File: src/rtl/vsm_kbd_pkg.sv
// rtl/vsm_kbd_pkg.sv - shared types and helpers for the keypad encoder
package vsm_kbd_pkg;

  typedef enum logic [2:0] {
    SCAN,
    DEBOUNCE,
    PRESS,
    HELD,
    RELEASE
  } kbd_state_t;

  localparam logic [3:0] ROW_IDLE = 4'b1111;

  // One-hot active-low column drive for a column index
  function automatic logic [3:0] col_drive(input logic [1:0] idx);
    return ~(4'b0001 << idx);
  endfunction

  // Lowest-numbered low row wins when several rows are pulled low
  function automatic logic [1:0] row_encode(input logic [3:0] rows);
    if (!rows[0])      return 2'd0;
    else if (!rows[1]) return 2'd1;
    else if (!rows[2]) return 2'd2;
    else               return 2'd3;
  endfunction

endpackage

File: src/rtl/vsm_keypad_encoder_if.sv
// rtl/vsm_keypad_encoder_if.sv - key code / strobe bundle toward the B register
interface vsm_keypad_encoder_if;

  logic [3:0] Kbd1;
  logic       LatchB;
  logic       KeyValid;

  modport master (output Kbd1, output LatchB, output KeyValid);
  modport slave  (input  Kbd1, input  LatchB, input  KeyValid);

endinterface

File: src/rtl/vsm_sync2.sv
// rtl/vsm_sync2.sv - 4-bit two-flop synchronizer, resets to all ones
module vsm_sync2 (
  input  logic       clk,
  input  logic       rst_n,
  input  logic [3:0] d,
  output logic [3:0] q
);

  logic [3:0] meta;

  // Two back-to-back flops; idle (all ones) out of reset so no false press is seen
  always_ff @(posedge clk or negedge rst_n) begin
    if (!rst_n) begin
      meta <= 4'b1111;
      q    <= 4'b1111;
    end else begin
      meta <= d;
      q    <= meta;
    end
  end

endmodule

File: src/rtl/vsm_keypad_encoder.sv
// rtl/vsm_keypad_encoder.sv - 4x4 keypad scanner, debouncer and key encoder
module vsm_keypad_encoder #(
  parameter int SCAN_DIV        = 4,
  parameter int DEBOUNCE_CYCLES = 4
) (
  input  logic                        MainClk,
  input  logic                        ClearB,
  input  logic [3:0]                  KbdRow,
  output logic [3:0]                  KbdCol,
  vsm_keypad_encoder_if.master        kbd
);

  import vsm_kbd_pkg::*;

  localparam logic [3:0] SCAN_LAST = 4'(SCAN_DIV - 1);
  localparam logic [7:0] DEB       = 8'(DEBOUNCE_CYCLES);

  kbd_state_t state;
  logic [3:0] rs;
  logic [3:0] dwell;
  logic [3:0] pat;
  logic [7:0] cnt;
  logic [7:0] cnt_inc;
  logic [1:0] col_idx;
  logic [1:0] col_next;
  logic [1:0] row_idx;
  logic       row_idle;
  logic       row_match;

  vsm_sync2 u_row_sync (
    .clk   (MainClk),
    .rst_n (ClearB),
    .d     (KbdRow),
    .q     (rs)
  );

  assign col_next  = col_idx + 2'd1;
  assign row_idle  = (rs == ROW_IDLE);
  assign row_match = (rs == pat);
  // Saturating step so the counter can never wrap past the threshold
  assign cnt_inc   = (cnt >= DEB) ? DEB : cnt + 8'd1;

  // Scan / debounce / hold state machine with registered keypad and strobe outputs
  always_ff @(posedge MainClk or negedge ClearB) begin
    if (!ClearB) begin
      state        <= SCAN;
      col_idx      <= 2'd0;
      row_idx      <= 2'd0;
      dwell        <= 4'd0;
      cnt          <= 8'd0;
      pat          <= ROW_IDLE;
      KbdCol       <= col_drive(2'd0);
      kbd.Kbd1     <= 4'd0;
      kbd.LatchB   <= 1'b0;
      kbd.KeyValid <= 1'b0;
    end else begin
      kbd.LatchB <= 1'b0;
      case (state)
        SCAN: begin
          // Rows are only trusted on the last dwell cycle, after the synchronizer settles
          if (dwell == SCAN_LAST) begin
            dwell <= 4'd0;
            if (!row_idle) begin
              row_idx <= row_encode(rs);
              pat     <= rs;
              cnt     <= 8'd0;
              state   <= DEBOUNCE;
            end else begin
              col_idx <= col_next;
              KbdCol  <= col_drive(col_next);
            end
          end else begin
            dwell <= dwell + 4'd1;
          end
        end
        DEBOUNCE: begin
          if (row_match) begin
            cnt <= cnt_inc;
            if (cnt_inc == DEB) begin
              state        <= PRESS;
              kbd.Kbd1     <= {row_idx, col_idx};
              kbd.LatchB   <= 1'b1;
              kbd.KeyValid <= 1'b1;
            end
          end else begin
            state   <= SCAN;
            col_idx <= col_next;
            KbdCol  <= col_drive(col_next);
          end
        end
        PRESS: begin
          state <= HELD;
        end
        HELD: begin
          // Other non-idle patterns while held are deliberately ignored
          if (row_idle) begin
            cnt   <= 8'd0;
            state <= RELEASE;
          end
        end
        RELEASE: begin
          if (!row_idle) begin
            state <= HELD;
          end else begin
            cnt <= cnt_inc;
            if (cnt_inc == DEB) begin
              kbd.KeyValid <= 1'b0;
              state        <= SCAN;
              col_idx      <= col_next;
              KbdCol       <= col_drive(col_next);
            end
          end
        end
        default: begin
          state <= SCAN;
        end
      endcase
    end
  end

endmodule

File: src/flat_wrapper.sv
// flat-port wrapper written by rule: the top's interface ports become plain ports
module vsm_keypad_encoder_flat import vsm_kbd_pkg::*;
#(
  parameter int SCAN_DIV        = 4,
  parameter int DEBOUNCE_CYCLES = 4
)
  (MainClk, ClearB, KbdRow, KbdCol, kbd_Kbd1, kbd_LatchB, kbd_KeyValid);
  vsm_keypad_encoder_if kbd_i ();
  input  logic MainClk;
  input  logic ClearB;
  input  logic [3:0] KbdRow;
  output logic [3:0] KbdCol;
  output wire logic [$bits(kbd_i.Kbd1)-1:0] kbd_Kbd1;
  output wire logic [$bits(kbd_i.LatchB)-1:0] kbd_LatchB;
  output wire logic [$bits(kbd_i.KeyValid)-1:0] kbd_KeyValid;
  assign kbd_Kbd1 = kbd_i.Kbd1;
  assign kbd_LatchB = kbd_i.LatchB;
  assign kbd_KeyValid = kbd_i.KeyValid;
  vsm_keypad_encoder #(.SCAN_DIV(SCAN_DIV), .DEBOUNCE_CYCLES(DEBOUNCE_CYCLES)) u_core (.MainClk(MainClk), .ClearB(ClearB), .KbdRow(KbdRow), .KbdCol(KbdCol), .kbd(kbd_i));
endmodule
File: config.mk
export PLATFORM = sky130hd
export DESIGN_NAME = vsm_keypad_encoder_flat
export DESIGN_NICKNAME = d
export VERILOG_FILES = /design/src/rtl/vsm_kbd_pkg.sv /design/src/rtl/vsm_keypad_encoder_if.sv /design/src/rtl/vsm_sync2.sv /design/src/rtl/vsm_keypad_encoder.sv /design/src/flat_wrapper.sv
export SDC_FILE = /design/constraint.sdc
export NUM_CORES = 1
export LEC_CHECK = 0
export ABC_CLOCK_PERIOD_IN_PS = 4600
export CELL_PAD_IN_SITES_DETAIL_PLACEMENT = 0
export CELL_PAD_IN_SITES_GLOBAL_PLACEMENT = 2
export CORE_AREA = 2 2 71 73
export CTS_BUF_LIST = sky130_fd_sc_hd__clkbuf_16
export CTS_CLUSTER_DIAMETER = 150
export DETAILED_ROUTE_END_ITERATION = 8
export DIE_AREA = 0 0 73 75
export PLACE_DENSITY = 0.86
export SLEW_MARGIN = 20
export SYNTH_ARGS = -nofsm -noshare
export SYNTH_HDL_FRONTEND = slang
export SYNTH_HIERARCHICAL = 1
export SYNTH_SLANG_ARGS = --single-unit
File: constraint.sdc
create_clock -name MainClk -period 4.6 [get_ports MainClk]
set_input_delay 0.92 -clock MainClk [delete_from_list [all_inputs] [get_ports MainClk]]
set_output_delay 0.92 -clock MainClk [all_outputs]
set_load 0.005 [all_outputs]
==> results.yml <==
power_and_ir_drop:
  p_comb_share_pct: 33.0
  p_switching_mw: 0.438
  seq_power_share_pct: 39.7
  power_density_mw_per_mm2: 641
  p_total_mw: 1.42
  p_int_mw: 0.983
  ir_drop_uv: 343
  switching_share_pct: 30.8
  leakage_nw: 1.00
  clock_power_share_pct: 27.3
worst_setup_path:
  required_ps: 4760
  crit_chain: "inv_1 -> ha_1 -> nand3b_1 -> and4_1 -> nand3_1 -> and4b_1 -> mux2_4"
  cp.arrival_ps: 2380
  path_buf_inv: 1
  crit_path_max_incr_delay_ps: 430
  start_kind: "register"
  end_kind: "register"
  crit_family: "simple AND/OR/NAND/NOR gates"
  slowest_stage: "and4b_1"
  criticalPathCategory: "reg2reg"
  critPathMaxFanout: 6
global_routing:
  grt_pass1_vias: 1166
  grt_max_degree: 42
  grtUsageTotal_pct: 12.3
  gr-usage-met2_pct: 20.6
  grt-busiest-layer: "met2"
  antenna_found_initial: 0
  gr-total-overflow: 0
  grt_pass1_wl_mm: 5.14
  use_met1_pct: 15.1
  grt.met3_usage_pct: 3.21
finish:
  fillers: 412
  multi_input_area_sq_um: 752
  seqCellArea_sq_mm: 0.00104
  num-nets-final: 184
  diodes: 0
  syn2layout_area_growth_pct: 18.6
  drive_above_1_share_pct: 23.8
clock_network:
  htree_levels: 2
  hold_buffers: 0
  cts.reportedPaths.clkPinSlew_ps: 60
  cts_resized: 0
  cts_setup_buffers: 0
  cts.sinks: 41
  cts_tree: "yes"
  clk_latency_ps: 280
  clock_path_buffers: 2
  root_buffer: "clkbuf_16"
  cts_made_buffers: 5
synthesis:
  netlist_instances: 155
  synthesis.nets: 168
  synthMuxAreaShare_pct: 11.2
  yosys.area_share.simple_pct: 15.7
  synth_top_family_by_area: "simple AND/OR/NAND/NOR gates"
  yosysWarnings: 6
  synth_top_area_cell: "dfrtp_1"
  synthTopCellsByCount: "26 x dfrtp_1, 15 x dfstp_2, 13 x nand2_1, 10 x inv_1, 9 x nor2_1"
  yosys_most_used_dff: "dfrtp_1"
  synth_seq_area_share_pct: 55.9
  synth_xor_area_share_pct: 3.28
  avgSynthCellArea_sq_um: 12.1
  synth_top_area_share_pct: 34.8
  synth.ff_latch_count: 41
  synth_area_leaders: "dfrtp_1 35%, dfstp_2 21%, mux2_2 4.8%, ha_1 4.7%, mux2i_1 3.2%"
  ys_async_sr_fraction_pct: 100
  synth_fa_ha_area_share_pct: 4.68
  synth_area_sq_mm: 0.00187
  yosys.cell_count.top_type: "dfrtp_1"
  synth_compound_area_share_pct: 5.35
  synth_edf_count: 0
  synth_cell_type_count: 38
die:
  ios: 16
  die_x_um: 73
  die_area_sq_mm: 0.00548
  start_util_pct: 40.1
  core_area_sq_mm: 0.00466
  floorplan.rows: 25
  fp.dieH_um: 75
route:
  ant_nets: 0
  wirelength_mm: 2.89
  wire_per_inst_um: 12.8
  drt-pass1-iter-count: 4
  viasPerCell: 5.06
  vias: 1143
  dr.first_iter.drc_count: 30
  drc_errors: 0
timing:
  finalCritPeriodShare_pct: 48.3
  setup_viol: 0
  fin_tns_setup_ps: 0
  finalHoldViolations: 0
  maxSlewHeadroom_pct: 42.7
  worst_pin_slew_ps: 859
  fin_skew_ps: 4.05
  max_freq_ghz: 0.450
  finalCriticalPeriod_ps: 2220
  rsz0062_at_grt: "false"
  worst_hold_slack_ps: 354
  final_max_slew_viol_count: 0
place:
  portBuffers: 15
  dp_hpwl_mm: 2.14
  gp_congestion: 0.804
flow_run:
  drv_cap: 0
hold_path:
  hold_class: "reg2reg"
outcome:
  status: "finished, final reports clean"
## power groups by stage
stage / sequential (mW) / clock [mW] / combinational [mW]
final: 0.565 / 0.388 / 0.468
after global routing: 0.584 / 0.420 / 0.527
after CTS: 0.568 / 0.399 / 0.473
after detailed placement: 0.574 / 0 / 0.470
after global placement: 0.568 / 0 / 0.458
after floorplan: 0.539 / 0 / 0.384
## worst reg2reg max path: stages, from the launching register on
cell	delay, ps
dfrtp_1	410
inv_1	60
ha_1	300
nand3b_1	180
and4_1	270
nand3_1	120
and4b_1	430
mux2_4	330
## state kept, by name, indices dropped and copies added (netlist names)
name                    cells
u_core/cnt                  8
u_core/KbdCol               4
u_core/dwell                4
u_core/kbd.Kbd1             4
u_core/pat                  4
u_core/u_row_sync/meta      4
u_core/u_row_sync/q         4
u_core/state                3
u_core/col_idx              2
u_core/row_idx              2
u_core/kbd.KeyValid         1
u_core/kbd.LatchB           1
## worst paths after layout
path | start | to | slack, ps | cells past startpoint
hold / removal | u_core/u_row_sync/meta[2] | u_core/u_row_sync/q[2] | 350 | 0
hold reg to reg | u_core/u_row_sync/meta[2] | u_core/u_row_sync/q[2] | 350 | 0
max in group asynchronous | ClearB | u_core/col_idx[1] | 3310 | 1
min in group asynchronous | ClearB | u_core/cnt[1] | 760 | 1
setup reg to reg | u_core/cnt[0] | u_core/col_idx[1] | 2380 | 7
setup / recovery | u_core/cnt[0] | u_core/col_idx[1] | 2380 | 7
## cell families (layout without fill, tap and decap cells)
logic type,Yosys count,count (layout)
xor gates and xnor gates,7,7
muxes,18,18
adders and majority gates,7,7
AOI/OAI and AO/OA,15,15
buffers and inverters,16,33
DFF,41,41
and+or+nand+nor,51,51
## cell type report
type,count,area share (%)
clock buffers,5,5.64
clock inverters,3,2.09
multi-input cells,98,33.9
repair buffers,15,6.54
well taps,54,3.05
inverters,10,1.69
flip-flops and latches,41,47.1
## layout by cell type, fill, tap and decap left out, drive strengths merged, types with 3 or more instances in the layout
cell type / n
dfrtp: 26
dfstp: 15
clkdlybuf4s50: 14
nand2: 13
mux2: 12
inv: 10
nor2: 10
o21ai: 8
ha: 7
xnor2: 6
mux2i: 6
clkbuf: 5
and2: 5
nand3: 4
nand2b: 3
## routing by layer
layer	up-vias	share of wire, %
li1	558	-
met1	558	46
met2	20	49
met3	7	3.3
met4	0	1.3
met5	-	0
## metrics by stage
step                cell area (sq um)  setup slack (ps)  instances  util (%)
floorplan                        1870              2630        155         -
global route                     2220              2220        226      47.6
global placement                 2050              2420        218      43.9
finish                           2220              2380        226      47.6
CTS                              2220              2370        226      47.6
detailed placement               2050              2390        218      43.9
Power figures use the tool's default switching activity.
